===== src/rtl/dmem_scanner.sv =====
// dmem_scanner: after halt, walks a word window of dmem and holds each word for display
// for a fixed dwell, with a push-button step that skips the remaining dwell.
module dmem_scanner #(
    parameter logic [31:0] ADDR_START  = 32'd0,
    parameter logic [31:0] ADDR_END    = 32'd100,
    parameter int          HOLD_CYCLES = 50_000_000,
    parameter int          CNT_W       = 26
) (
    input  logic        clk_50Mhz,
    input  logic        reset,
    input  logic        start,
    input  logic        step,
    output logic        rd_en,
    output logic [31:0] rd_addr,
    input  logic [31:0] rd_data,
    output logic [31:0] cur_addr,
    output logic [31:0] cur_data,
    output logic [7:0]  word_idx,
    output logic        valid,
    output logic        busy,
    output logic        done
);
    localparam logic [31:0]      LP_START = ADDR_START & ~32'd3;
    localparam logic [31:0]      LP_END   = ADDR_END & ~32'd3;
    localparam logic [CNT_W-1:0] LP_LAST  = CNT_W'(HOLD_CYCLES - 1);

    typedef enum logic [2:0] {S_IDLE, S_REQ, S_WAIT, S_SHOW, S_DONE} state_t;

    state_t           r_state, w_next;
    logic [31:0]      r_addr, r_cur_addr, r_cur_data;
    logic [7:0]       r_idx;
    logic             r_valid, r_step_q;
    logic [1:0]       r_sync;
    logic [CNT_W-1:0] r_cnt;
    logic             w_step_edge, w_dwell_end, w_last, w_launch;

    assign w_step_edge = r_sync[1] & ~r_step_q;
    assign w_dwell_end = (r_state == S_SHOW) && (r_cnt == LP_LAST || w_step_edge);
    assign w_last      = r_addr >= LP_END;
    assign w_launch    = (r_state == S_IDLE || r_state == S_DONE) && start;

    assign rd_en    = r_state == S_REQ;
    assign rd_addr  = rd_en ? r_addr : 32'd0;
    assign busy     = r_state == S_REQ || r_state == S_WAIT || r_state == S_SHOW;
    assign done     = r_state == S_DONE;
    assign cur_addr = r_cur_addr;
    assign cur_data = r_cur_data;
    assign word_idx = r_idx;
    assign valid    = r_valid;

    always_ff @(posedge clk_50Mhz or negedge reset) begin
        if (!reset) r_state <= S_IDLE;
        else        r_state <= w_next;
    end

    always_comb begin
        w_next = r_state;
        case (r_state)
            S_IDLE, S_DONE: w_next = start ? S_REQ : r_state;
            S_REQ:          w_next = S_WAIT;
            S_WAIT:         w_next = S_SHOW;
            S_SHOW:         w_next = !w_dwell_end ? S_SHOW : (w_last ? S_DONE : S_REQ);
            default:        w_next = S_IDLE;
        endcase
    end

    // A step edge seen outside SHOW is simply dropped; the edge detector never queues it.
    always_ff @(posedge clk_50Mhz or negedge reset) begin
        if (!reset) begin
            r_sync     <= '0;
            r_step_q   <= 1'b0;
            r_addr     <= '0;
            r_idx      <= '0;
            r_cur_addr <= '0;
            r_cur_data <= '0;
            r_valid    <= 1'b0;
            r_cnt      <= '0;
        end else begin
            r_sync   <= {r_sync[0], step};
            r_step_q <= r_sync[1];
            if (w_launch) begin
                r_addr <= LP_START;
                r_idx  <= '0;
            end
            if (r_state == S_WAIT) begin
                r_cur_data <= rd_data;
                r_cur_addr <= r_addr;
                r_valid    <= 1'b1;
                r_cnt      <= '0;
            end
            if (r_state == S_SHOW && !w_dwell_end) r_cnt <= r_cnt + 1'b1;
            if (w_dwell_end && !w_last) begin
                r_addr <= r_addr + 32'd4;
                r_idx  <= r_idx + 8'd1;
            end
        end
    end
endmodule

===== config.mk =====
export PLATFORM = sky130hd
export DESIGN_NAME = dmem_scanner
export DESIGN_NICKNAME = d
export VERILOG_FILES = /design/src/rtl/dmem_scanner.sv
export SDC_FILE = /design/constraint.sdc
export NUM_CORES = 1
export LEC_CHECK = 0
export ABC_CLOCK_PERIOD_IN_PS = 2100
export BUFFER_PORTS_ARGS = -buffer_cell sky130_fd_sc_hd__buf_2
export CORE_MARGIN = 2
export CORE_UTILIZATION = 50
export CTS_BUF_LIST = sky130_fd_sc_hd__clkbuf_4
export DETAILED_ROUTE_END_ITERATION = 6
export PLACE_DENSITY = 0.75
export SLEW_MARGIN = 20
export SYNTH_ARGS = -nofsm -noshare
export SYNTH_HDL_FRONTEND = slang
export SYNTH_SLANG_ARGS = --single-unit

===== constraint.sdc =====
create_clock -name clk_50Mhz -period 2.1 [get_ports clk_50Mhz]
set_clock_uncertainty 0.2 [all_clocks]
set_input_delay 0.105 -clock clk_50Mhz [delete_from_list [all_inputs] [get_ports clk_50Mhz]]
set_output_delay 0.105 -clock clk_50Mhz [all_outputs]
set_load 0.03 [all_outputs]

==> metrics.csv <==
stage,metric,value,unit
outcome,status,"complete, but fails checks",
outcome,failing checks,setup timing,
place,number of cells after detailed placement,937,
setup_path,CP Max Fanout,4,
cts,Clock transition at path regs,110,ps
grt,GRT Residual Overflow,0,
route,WL met3,974,um
die,floorplan row count,39,
place,IO Port Bufs,139,
die,die span in y,111,um
logic_synthesis,Post-Syn Area,5750,um^2
setup_path,crit-path cells,nor4_2 > nand4_1 > a311oi_4 > buf_4 > nand3_4 > nor4_1 > a21o_1,
route,M1 WL,6480,um
place,hpwl dp,9720,um
layout,layout net count,917,
timing,final worst slack,-192,ps
grt,largest net degree at the start of global routing,56,
grt,GRT Total Usage,25.9,%
worst_hold_path,cell depth of the worst hold path,4,
logic_synthesis,post-synthesis instance total,599,
worst_hold_path,Hold WC Path Type,in2reg,
setup_path,kind of critical path,reg2reg,
logic_synthesis,most common cell in the netlist,nand2_1,
setup_path,"Slowest-stage cell, CP",dfrtp_1,
power,VDD IR-drop max,0.938,mV
power,Flop pwr share,37.5,%
cts,TritonCTS clock tree,built,
logic_synthesis,Synth Warn #,0,
die,initial core utilization,50.8,%
power,Net Sw Power,0.00364,W
logic_synthesis,Post-synth ARST share,100,%
grt,vias in the first global route,5379,
timing,Setup TNS Final,-8370,ps
grt,initial antenna violation count,1,
timing,fmax,0.436,GHz
route,number of nets with antenna violations after routing,0,
die,IO Count,144,
logic_synthesis,Commonest cells post-synth,"nand2_1, dfrtp_1, and2_1",
cts,total CTS buffers,17,
layout,Area growth syn-to-layout,50.5,%
route,drt total wl,16100,um
die,Std-Cell Core Area,11300,um^2
timing,RSZ-0062 raised after global routing,true,
route,initial drt markers,383,
timing,min Tclk post-route,2290,ps
route,# DRC,0,
cts,H-tree levels,4,
layout,Non-Filler Instances,1030,
route,vias per cell,5.25,
logic_synthesis,Post-synth EDFFs,0,
logic_synthesis,synthesized area per cell,9.59,um^2
setup_path,CP endpoint kind,flop,
power,Sw Share,41.6,%
setup_path,R2R cell count,7,
logic_synthesis,post-synthesis register bit count,133,
power,combinational power share,44.1,%
logic_synthesis,ranking of synthesized cells by area,"dfrtp_1, nand2_1, and2_1",
timing,final hold violation count,0,
route,DR WL/cell,15.6,um
logic_synthesis,Yosys cell types,47,
layout,final core utilization,76.4,%
setup_path,Worst Path Buf+Inv,1,
timing,max-slew violation count,0,
layout,layout cell share with drive strength beyond 1,40.2,%
logic_synthesis,top-area cell type share of the netlist area,57.9,%
cts,Sink Count,133,
logic_synthesis,"area leader, netlist",dfrtp_1,
setup_path,critical path's top delay family,simple AND/OR/NAND/NOR gates,
route,Max Used Layer,met4,
setup_path,Worst EP required,2400,ps
setup_path,Worst path depth,7,
die,Die Width,111,um
route,via count,5405,
timing,Setup-failing EPs final,75,
cts,Worst-Skew Late Latency,550,ps
grt,first-pass GRT wire length,25700,um
setup_path,CP peak stage delay,410,ps
place,GPL Wtd Cong,0.848,
route,met2 wire length,8190,um
timing,Fin Hold WS,76.2,ps
power,Clk network pwr share,18.4,%
route,First-pass DRT Iterations,5,
cts,root buf cell,clkbuf_4,
power,PwrDens,1010,nW/um^2
die,Die Area,12400,um^2
setup_path,Worst setup SP type,flop,
power,Leak,4.66,nW
logic_synthesis,Main synth FF type,dfrtp_1,
setup_path,crit path DAT,2590,ps
power,internal power,0.00512,W
cts,CTS max path bufs,2,
job,MaxCap Viol Count,0,
logic_synthesis,"Seq/Total Area, Yosys",57.9,%
place,pre-CTS WS,-224,ps
timing,fin crit share,109,%
==> power groups by stage <==
stage                     clock network [W]  logic, W  registers [W]
after floorplan                           0   0.00123        0.00405
after global placement                    0   0.00305        0.00329
after detailed placement                  0   0.00315        0.00331
after CTS                           0.00164   0.00358        0.00328
after global routing                0.00177   0.00418        0.00335
final                               0.00161   0.00386        0.00329
==> cells in the final DEF (no fill, tap or decap), types with 6 or more instances in the layout <==
master         count
nand3_2            7
dlygate4sd3_1     37
o21bai_1           6
clkbuf_4          22
buf_6             50
and2_4            34
o31ai_1            6
nand2_1          204
mux2i_1            6
o21ai_0           11
o21ai_1            8
buf_4             86
nor2_1             8
o211ai_1           6
a21o_1             8
dfrtp_1          133
and2_1            20
buf_2            106
nand3_1           18
inv_1              9
nand4_1           10
==> final cells by class <==
cell class	instances	area [um^2]
sequential	133	3330
fill	722	2670
multi-input combinational	429	2630
timing repair buffer	285	2220
tap	143	179
clock buffer	22	165
clock inverter	7	83.8
inverter	10	40.0
antenna	1	2.50
==> final timing paths <==
check	startpoint	end	slack, ps
max	r_addr[23]$_DFFE_PN0P_	word_idx[5]$_DFFE_PN0P_	-190
min	rd_data[28]	cur_data[28]$_DFFE_PN0P_	80
max reg2reg	r_addr[23]$_DFFE_PN0P_	word_idx[5]$_DFFE_PN0P_	-190
min reg2reg	r_sync[0]$_DFF_PN0_	r_sync[1]$_DFF_PN0_	170
max in group asynchronous	reset	r_cnt[10]$_DFFE_PN0P_	980
min in group asynchronous	reset	cur_addr[25]$_DFFE_PN0P_	410
==> cells by family after synthesis <==
kind of cell	Yosys count	share of synthesized area (%)
compound gates	59	7.49
other cells	1	0.0653
mux	6	1.05
simple gates	351	28.8
buf+inv	40	2.96
flops	133	57.9
xor+xnor	4	0.610
fa+ha+maj	5	1.09
==> per-stage QoR <==
step	cell area [um^2]	total power, W
final	8650	0.00876
after global routing	8650	0.00930
after CTS	8350	0.00850
after detailed placement	7200	0.00646
after global placement	7200	0.00634
after floorplan	5770	0.00529
==> per-layer routing <==
layer,vias up,GRT usage [%]
met4,0,10.5
li1,2536,-
met2,211,43.0
met3,45,7.16
met5,-,0
met1,2613,32.3
==> sequential cells by signal, indices dropped and copies added (netlist names) <==
register  count
cur_addr     30
r_state       3
r_addr       30
r_step_q      1
cur_data     32
valid         1
word_idx      8
r_cnt        26
r_sync        2
==> worst min-delay path: stages <==
cell and delay [ps]:
dlygate4sd3_1 520, buf_2 90, nand2_1 40, nand2_1 50
==> what timing repair did <==
action	in CTS	in global routing
hold buffers	38	0
pin swaps	40	24
hold endpoints to repair	206	0
setup buffers	6	14
gates resized for setup	131	53
setup endpoints to repair	75	91
cloned	5	0
No activity file was read; power rests on OpenSTA's default activity.
